### config.mk
export PLATFORM = sky130hd
export DESIGN_NAME = scale_arb_flat
export DESIGN_NICKNAME = d
export VERILOG_FILES = /design/src/rtl/scale_arb_pkg.sv /design/src/rtl/scale_arb_if.sv /design/src/rtl/scale_arb_rr_arb2.sv /design/src/rtl/scale_arb.sv /design/src/flat_wrapper.sv
export SDC_FILE = /design/constraint.sdc
export NUM_CORES = 1
export LEC_CHECK = 0
export ABC_AREA = 1
export BUFFER_PORTS_ARGS = -buffer_cell sky130_fd_sc_hd__buf_2
export CORE_MARGIN = 3
export CORE_UTILIZATION = 30
export DETAILED_ROUTE_END_ITERATION = 10
export MAX_ROUTING_LAYER = met4
export PLACE_DENSITY_LB_ADDON = 0.15
export RECOVER_POWER = 25
export SLEW_MARGIN = 5
export SYNTH_ARGS = -nofsm -noshare
export SYNTH_HDL_FRONTEND = slang
export SYNTH_HIERARCHICAL = 1
export SYNTH_SLANG_ARGS = --single-unit
### constraint.sdc
create_clock -name clk -period 2.3 [get_ports clk]
set_input_delay 0.23 -clock clk [delete_from_list [all_inputs] [get_ports clk]]
set_output_delay 0.23 -clock clk [all_outputs]
set_load 0.03 [all_outputs]
### src/rtl/scale_arb_pkg.sv
// Shared parameters and types for the two-requester scaler arbiter.
package scale_arb_pkg;

  localparam int W_DEF   = 8;
  localparam int LAT_DEF = 1;

  // Bit positions inside rsp_shift_o = {shift_r, shift_l, no_shift}
  localparam int SHIFT_NO_BIT = 0;
  localparam int SHIFT_L_BIT  = 1;
  localparam int SHIFT_R_BIT  = 2;

  typedef struct packed {
    logic valid;
    logic id;
  } tag_t;

  function automatic logic [2:0] pack_shift(input logic r, input logic l, input logic n);
    logic [2:0] s;
    s = '0;
    s[SHIFT_R_BIT]  = r;
    s[SHIFT_L_BIT]  = l;
    s[SHIFT_NO_BIT] = n;
    return s;
  endfunction

endpackage

### src/rtl/scale_arb_if.sv
// Request, scaler and response signals of scale_arb; slave = arbiter side.
interface scale_arb_if #(parameter int W = scale_arb_pkg::W_DEF);

  logic [1:0]          req_valid_i;
  logic signed [W-1:0] req_x0_i;
  logic signed [W-1:0] req_x1_i;
  logic [1:0]          req_ready_o;
  logic signed [W-1:0] sc_x_o;
  logic signed [W-1:0] sc_x_scaled_i;
  logic                sc_shift_l_i;
  logic                sc_shift_r_i;
  logic                sc_no_shift_i;
  logic [1:0]          rsp_valid_o;
  logic signed [W-1:0] rsp_x_o;
  logic [2:0]          rsp_shift_o;
  logic                idle_o;

  modport slave (
    input  req_valid_i, req_x0_i, req_x1_i,
    input  sc_x_scaled_i, sc_shift_l_i, sc_shift_r_i, sc_no_shift_i,
    output req_ready_o, sc_x_o, rsp_valid_o, rsp_x_o, rsp_shift_o, idle_o
  );

  modport master (
    output req_valid_i, req_x0_i, req_x1_i,
    output sc_x_scaled_i, sc_shift_l_i, sc_shift_r_i, sc_no_shift_i,
    input  req_ready_o, sc_x_o, rsp_valid_o, rsp_x_o, rsp_shift_o, idle_o
  );

endinterface

### src/rtl/scale_arb_rr_arb2.sv
// Two-way round-robin arbiter; the pointer remembers the last accepted requester.
module rr_arb2 (
  input  logic       clk,
  input  logic       rst,
  input  logic [1:0] req,
  output logic [1:0] gnt
);

  logic last;

  always_comb begin
    gnt = 2'b00;
    if (!rst) begin
      case (req)
        2'b01:   gnt = 2'b01;
        2'b10:   gnt = 2'b10;
        2'b11:   gnt = last ? 2'b01 : 2'b10;
        default: gnt = 2'b00;
      endcase
    end
  end

  // A grant is only ever given to a valid request, so any grant is an accept
  always_ff @(posedge clk or posedge rst) begin
    if (rst)
      last <= 1'b1;
    else if (|gnt)
      last <= gnt[1];
  end

endmodule

### src/rtl/scale_arb.sv
// Shares one fixed-latency scaler between two requesters and routes results back by tag.
module scale_arb
  import scale_arb_pkg::*;
#(
  parameter int W   = W_DEF,
  parameter int LAT = LAT_DEF
) (
  input  logic        clk,
  input  logic        rst,
  scale_arb_if.slave  bus
);

  localparam int CW = $clog2(LAT + 1);

  logic [1:0]          gnt;
  logic                accept;
  logic                retire;
  tag_t                tags [LAT];
  tag_t                tail;
  logic [CW-1:0]       cnt;
  logic [1:0]          rsp_valid;
  logic signed [W-1:0] rsp_x;
  logic [2:0]          rsp_shift;

  rr_arb2 u_arb (
    .clk (clk),
    .rst (rst),
    .req (bus.req_valid_i),
    .gnt (gnt)
  );

  assign accept = |gnt;
  assign tail   = tags[LAT-1];
  assign retire = tail.valid;

  assign bus.req_ready_o = gnt;
  assign bus.sc_x_o      = gnt[0] ? bus.req_x0_i :
                           gnt[1] ? bus.req_x1_i : '0;
  assign bus.idle_o      = (cnt == '0) && (bus.req_valid_i == 2'b00);
  assign bus.rsp_valid_o = rsp_valid;
  assign bus.rsp_x_o     = rsp_x;
  assign bus.rsp_shift_o = rsp_shift;

  // Tags advance every edge in lockstep with the scaler's internal pipeline
  always_ff @(posedge clk or posedge rst) begin
    if (rst) begin
      for (int k = 0; k < LAT; k++) tags[k] <= '0;
    end else begin
      tags[0] <= '{valid: accept, id: gnt[1]};
      for (int k = 1; k < LAT; k++) tags[k] <= tags[k-1];
    end
  end

  always_ff @(posedge clk or posedge rst) begin
    if (rst)
      cnt <= '0;
    else if (accept && !retire)
      cnt <= cnt + CW'(1);
    else if (!accept && retire)
      cnt <= cnt - CW'(1);
  end

  always_ff @(posedge clk or posedge rst) begin
    if (rst) begin
      rsp_valid <= 2'b00;
      rsp_x     <= '0;
      rsp_shift <= 3'b000;
    end else begin
      rsp_valid <= 2'b00;
      if (retire) begin
        rsp_valid[tail.id] <= 1'b1;
        rsp_x              <= bus.sc_x_scaled_i;
        rsp_shift          <= pack_shift(bus.sc_shift_r_i, bus.sc_shift_l_i, bus.sc_no_shift_i);
      end
    end
  end

endmodule

### src/flat_wrapper.sv
// flat-port wrapper written by rule: the top's interface ports become plain ports
module scale_arb_flat import scale_arb_pkg::*;
#(
  parameter int W   = W_DEF,
  parameter int LAT = LAT_DEF
)
  (clk, rst, bus_req_valid_i, bus_req_x0_i, bus_req_x1_i, bus_sc_x_scaled_i, bus_sc_shift_l_i, bus_sc_shift_r_i, bus_sc_no_shift_i, bus_req_ready_o, bus_sc_x_o, bus_rsp_valid_o, bus_rsp_x_o, bus_rsp_shift_o, bus_idle_o);
  scale_arb_if #(.W(W)) bus_i ();
  input  logic clk;
  input  logic rst;
  input wire logic [$bits(bus_i.req_valid_i)-1:0] bus_req_valid_i;
  input wire logic [$bits(bus_i.req_x0_i)-1:0] bus_req_x0_i;
  input wire logic [$bits(bus_i.req_x1_i)-1:0] bus_req_x1_i;
  input wire logic [$bits(bus_i.sc_x_scaled_i)-1:0] bus_sc_x_scaled_i;
  input wire logic [$bits(bus_i.sc_shift_l_i)-1:0] bus_sc_shift_l_i;
  input wire logic [$bits(bus_i.sc_shift_r_i)-1:0] bus_sc_shift_r_i;
  input wire logic [$bits(bus_i.sc_no_shift_i)-1:0] bus_sc_no_shift_i;
  output wire logic [$bits(bus_i.req_ready_o)-1:0] bus_req_ready_o;
  output wire logic [$bits(bus_i.sc_x_o)-1:0] bus_sc_x_o;
  output wire logic [$bits(bus_i.rsp_valid_o)-1:0] bus_rsp_valid_o;
  output wire logic [$bits(bus_i.rsp_x_o)-1:0] bus_rsp_x_o;
  output wire logic [$bits(bus_i.rsp_shift_o)-1:0] bus_rsp_shift_o;
  output wire logic [$bits(bus_i.idle_o)-1:0] bus_idle_o;
  assign bus_i.req_valid_i = bus_req_valid_i;
  assign bus_i.req_x0_i = bus_req_x0_i;
  assign bus_i.req_x1_i = bus_req_x1_i;
  assign bus_i.sc_x_scaled_i = bus_sc_x_scaled_i;
  assign bus_i.sc_shift_l_i = bus_sc_shift_l_i;
  assign bus_i.sc_shift_r_i = bus_sc_shift_r_i;
  assign bus_i.sc_no_shift_i = bus_sc_no_shift_i;
  assign bus_req_ready_o = bus_i.req_ready_o;
  assign bus_sc_x_o = bus_i.sc_x_o;
  assign bus_rsp_valid_o = bus_i.rsp_valid_o;
  assign bus_rsp_x_o = bus_i.rsp_x_o;
  assign bus_rsp_shift_o = bus_i.rsp_shift_o;
  assign bus_idle_o = bus_i.idle_o;
  scale_arb #(.W(W), .LAT(LAT)) u_core (.clk(clk), .rst(rst), .bus(bus_i));
endmodule
## Yosys cells after proc, flatten, opt, wreduce, memory -nomap -nowiden

Cells that the tools add are included.

- Add/sub/neg operators: 2
- Multiplexer cells: 10
- Equality and inequality tests: 3
- Bitwise operators: 1
- Order comparisons: 2
- Reductions and logical operators: 9

Operators by type and width:

| operator | count |
|---|---|
| 8-bit 2-to-1 mux | 2 |
| 2-bit 2-to-1 mux | 3 |
| 2-bit one-hot mux with 3 select lines | 1 |
| 2-bit equality test, second input constant | 2 |
| 1-bit logical AND | 4 |
| 1-bit 2-to-1 mux | 3 |
| 2-bit by 1-bit equality test with 1-bit output, second input constant | 1 |
| 1-bit zero test | 2 |
| 2-bit zero test | 1 |
| 1-bit by 2-bit less-than comparator with 1-bit output, second input constant | 1 |
| 2-bit nonzero test | 1 |
| 2-bit OR reduction | 1 |
| 1-bit adder, second input constant | 1 |
| 1-bit demux with 1-bit select | 1 |
| 1-bit >= comparator, second input constant | 1 |
| 1-bit NOT | 1 |
| 1-bit subtractor, second input constant | 1 |

- Output and inout bits: 24
- Logic and storage cells: 34
- Register bits: 17

## Longest topological paths before layout

- Depth after elaboration: 8
- Depth in mapped cells: 9
- Gate-level depth less buffers: 8

## By module

The synthesis kept the hierarchy.

Modules (own cells, without submodules):

| module | seq. area each (um2) | times used | cells an instance | area each (um2) |
|---|---|---|---|---|
| scale_arb | 400.4 | 1 | 96 | 749.5 |
| rr_arb2 | 26.3 | 1 | 10 | 68.8 |

## Worst setup path before layout

No wires, ideal clock.

- Path type: register -> output
- From: reg u_core.u_arb.last
- To: out bus_sc_x_o[3]
- Arrival time: 1.440 ns
- Path slack: 0.630 ns
- Buffers on the path: 1
- Stages on the path, launching flop included: 7
- Cell sequence: dfstp_2 > inv_1 > a21oi_2 > buf_6 > inv_2 > nand3_1 > nand2_1

- Elaborated cells on any way between the ends: 5
- Those cells by class: mux: 5

RTL lines:

| item | line | text |
|---|---|---|
| start: declaration | scale_arb_rr_arb2.sv:9 | `logic last;` |
| start signal: assignment | scale_arb_rr_arb2.sv:28 | `last <= gnt[1];` |
| 2-bit 2-to-1 mux | scale_arb_rr_arb2.sv:17 | `2'b11: gnt = last ? 2'b01 : 2'b10;` |
| 2-bit one-hot mux with 3 select lines | scale_arb_rr_arb2.sv:14 | `case (req)` |
| 2-bit 2-to-1 mux | scale_arb_rr_arb2.sv:13 | `if (!rst) begin` |
| named net bus_req_ready_o[0] | flat_wrapper.sv:18 | `output wire logic [$bits(bus_i.req_ready_o)-1:0] bus_req_ready_o;` |
| 8-bit 2-to-1 mux | scale_arb.sv:37 | `assign bus.sc_x_o = gnt[0] ? bus.req_x0_i :` |
| end: declaration | flat_wrapper.sv:19 | `output wire logic [$bits(bus_i.sc_x_o)-1:0] bus_sc_x_o;` |

The timed path passes the listed nets, and every way through them passes these cells.

## Worst setup path after layout

- From: in rst
- To: out bus_sc_x_o[0]

- Longest elaborated chain between the ends: 3

Ends and longest elaborated chain:

| item | line | text |
|---|---|---|
| start: declaration | flat_wrapper.sv:10 | `input logic rst;` |
| 2-bit 2-to-1 mux * | scale_arb_rr_arb2.sv:13 |  |
| 8-bit 2-to-1 mux | scale_arb.sv:38 | `gnt[1] ? bus.req_x1_i : '0;` |
| 8-bit 2-to-1 mux * | scale_arb.sv:37 |  |

Mark *: on every way between the ends. The rest lies on a longest branch, timed or not.

==> flow_metrics.env <==
export IMPL_die_w_um=58.2
export IMPL_worst_ep_arrival_time_ns=1.79
export IMPL_ys_seq_area_frac=0.521
export IMPL_synthesis_nets=137
export IMPL_dp_slack_ns=0.557
export IMPL_grt_overflow_total=0
export IMPL_final_hold_viol_count=0
export IMPL_wl_per_cell_um=9.86
export IMPL_ys_types=16
export IMPL_ant_nets=0
export IMPL_netlist_area_leader_share=0.489
export IMPL_skew_ns=0.00169
export IMPL_synth_edf_count=0
export IMPL_worstPathCellList="dlygate4sd3_1, clkbuf_1, inv_1, nand2_2, a21oi_4, inv_2, nand3_1, nand2_1, buf_2"
export IMPL_critPathMaxFanout=11
export IMPL_dr_pass1_iters=4
export IMPL_worst_pin_slew_ns=0.613
export IMPL_synth_top_area_cell="dfrtp_1"
export IMPL_worst_setup_path_end_kind="output port"
export IMPL_regToRegEndpoint="u_core/cnt"
export IMPL_routed_top_layer="met4"
export IMPL_final_setup_worst_slack_ns=0.279
export IMPL_place_hpwl_um=1400
export IMPL_row_count=18
export IMPL_cp_start_kind="primary input"
export IMPL_pwr_density_cell_mw_per_mm2=728
export IMPL_crit_type="in2out"
export IMPL_h_tree_depth=1
export IMPL_holdPathStages=3
export IMPL_fin_cells=191
export IMPL_worstReg2RegStart="u_core/u_arb/last"
export IMPL_wl_met1_um=750
export IMPL_grt_max_degree=17
export IMPL_finalSetupViolCount=0
export IMPL_start_util=0.322
export IMPL_nets=193
export IMPL_synthTopCellsByCount="nand2_1 (58), dfrtp_1 (16), nand3_1 (10), inv_1 (7), inv_2 (3)"
export IMPL_core_area_mm2=0.00254
export IMPL_die_h_um=58.2
export IMPL_yosysMostFrequentCell="nand2_1"
export IMPL_yosys_register_bits=17
export IMPL_post_route_min_period_ns=2.02
export IMPL_antenna_found_initial=0
export IMPL_syn2layout_area_growth_pct=37.5
export IMPL_synth_warnings=6
export IMPL_die_area_mm2=0.00339
export IMPL_gp_congestion=0.712
export IMPL_clkSinkCount=17
export IMPL_grt_pass1_wl_um=3090
export IMPL_p_leak_nw=0.693
export IMPL_r2r_slack_ns=0.92
export IMPL_cts_max_path_buffers=2
export IMPL_place_inst=186
export IMPL_cts_made_buffers=3
export IMPL_power_total_uw=819
export IMPL_utilization=0.442
export IMPL_synthTopCellsByArea="dfrtp_1 (49%), nand2_1 (27%), nand3_1 (6.1%)"
export IMPL_slowest_stage="dlygate4sd3_1"
export IMPL_status="finished clean"
export IMPL_grt_usage=0.120
export IMPL_hold_path_class="in2reg"
export IMPL_routed_via_density=4.29
export IMPL_layout_drive_gt1_share=0.354
export IMPL_rsz0062_at_grt="false"
export IMPL_synth_async_reset_ratio=1.00
export IMPL_max_freq_mhz=495
export IMPL_wl_um=1880
export IMPL_cp_required_ns=2.07
export IMPL_relSlewSlack=0.591
export IMPL_cts_tree="done"
export IMPL_final_period_utilization=0.879
export IMPL_insertedDiodeCount=0
export IMPL_cts_root_buf="clkbuf_4"
export IMPL_io_buffers=54
export IMPL_insertion_delay_ns=0.28
export IMPL_drt_iter0_drc=28
export IMPL_min_delay_start="bus_sc_x_scaled_i[3]"
export IMPL_synth_ff_type="dfrtp_1"
export IMPL_min_to="u_core/bus.rsp_x_o[3]"
export IMPL_grt_pass1_vias=763
export IMPL_drv_slew=0
export IMPL_synth_area_per_cell_um2=7.72
export IMPL_netlist_area_um2=818
export IMPL_io_pins=55
export IMPL_wl_met3_um=194
export IMPL_maxCapViolCount=0
export IMPL_drc_errors=0
export IMPL_worstRegToRegCells=7
export IMPL_crit_path_max_incr_delay_ns=0.53
export IMPL_ir_drop_mv=0.314
export IMPL_finalSetupTns_ns=0
export IMPL_clk_pin_slew_ns=0.09
export IMPL_vias=820
export IMPL_synthCells=106
export IMPL_wl_met2_um=914
==> cells by family (layout without fill, tap and decap cells) <==
group / Yosys count / after routing / share of synthesized area
compound gates: 1 / 1 / 0.0107
flops: 17 / 17 / 0.521
simple gates: 74 / 74 / 0.379
buf+inv: 14 / 69 / 0.0887
==> cells in the final DEF (no fill, tap or decap), drive strengths merged <==
cell / synthesis / final
nor3: 1 / 1
dfrtp: 16 / 16
dlygate4sd3: 0 / 1
dfstp: 1 / 1
inv: 10 / 10
nand3: 11 / 11
nor2: 2 / 2
clkbuf: 0 / 12
a21oi: 1 / 1
buf: 4 / 46
nand2: 60 / 60
==> final cells by class <==
cell class,count,area (um2)
clock buffers,4,26.3
inverters,10,37.5
well taps,30,37.5
repair buffers,55,270
multi-input cells,75,327
fillers,284,1420
flip-flops and latches,17,427
==> worst max-delay path: cells and delay by family <==
kind / cells / cell delay, ns
and+or+nand+nor: 3 / 0.23
AOI/OAI and AO/OA: 1 / 0.27
buffers and inverters: 5 / 1.05
==> metal layers <==
layer / global-route usage / vias up
li1: - / 428
met1: 0.131 / 346
met2: 0.208 / 44
met3: 0.0200 / 2
met4: 0.0596 / 0
met5: - / -
==> metrics by stage <==
step	hold slack (ns)	area [um2]
after CTS	0.136	1130
after floorplan	0.134	818
final	0.148	1120
after global routing	0.133	1120
after detailed placement	0.262	1090
after global placement	0.258	1090
==> registers in the layout (all words and copies together) (netlist names) <==
signal	count
u_core/bus.rsp_x_o	8
u_core/bus.rsp_valid_o	2
u_core/retire	1
u_core/bus.rsp_shift_o	3
u_core/u_arb/last	1
u_core/cnt	1
u_core/tags	1
==> how the worst max path moves through the flow <==
stage	start	to	slack (ns)	cells after the start
2_1_floorplan	u_core/u_arb/last	bus_sc_x_o[3]	0.63	6
5_1_grt	rst	bus_sc_x_o[0]	0.12	9
3_5_place_dp	u_core/u_arb/last	bus_sc_x_o[0]	0.56	6
4_1_cts	rst	bus_sc_x_o[0]	0.14	9
3_3_place_gp	u_core/u_arb/last	bus_sc_x_o[6]	0.64	6
6_report	rst	bus_sc_x_o[0]	0.28	9
==> what timing repair did <==
action	4_1_cts	5_1_grt
hold endpoints to repair	1	0
endpoints found under the setup margin	0	7
setup buffers	0	0
resized for setup	0	1
hold buffers	1	0
==> where the power goes <==
group	switching, mW	total (mW)	internal, mW
sequential	0.0337	0.382	0.349
clock	0.0860	0.153	0.0671
combinational	0.199	0.283	0.0843
total	0.319	0.819	0.500
(Power assumes the default switching activity.)
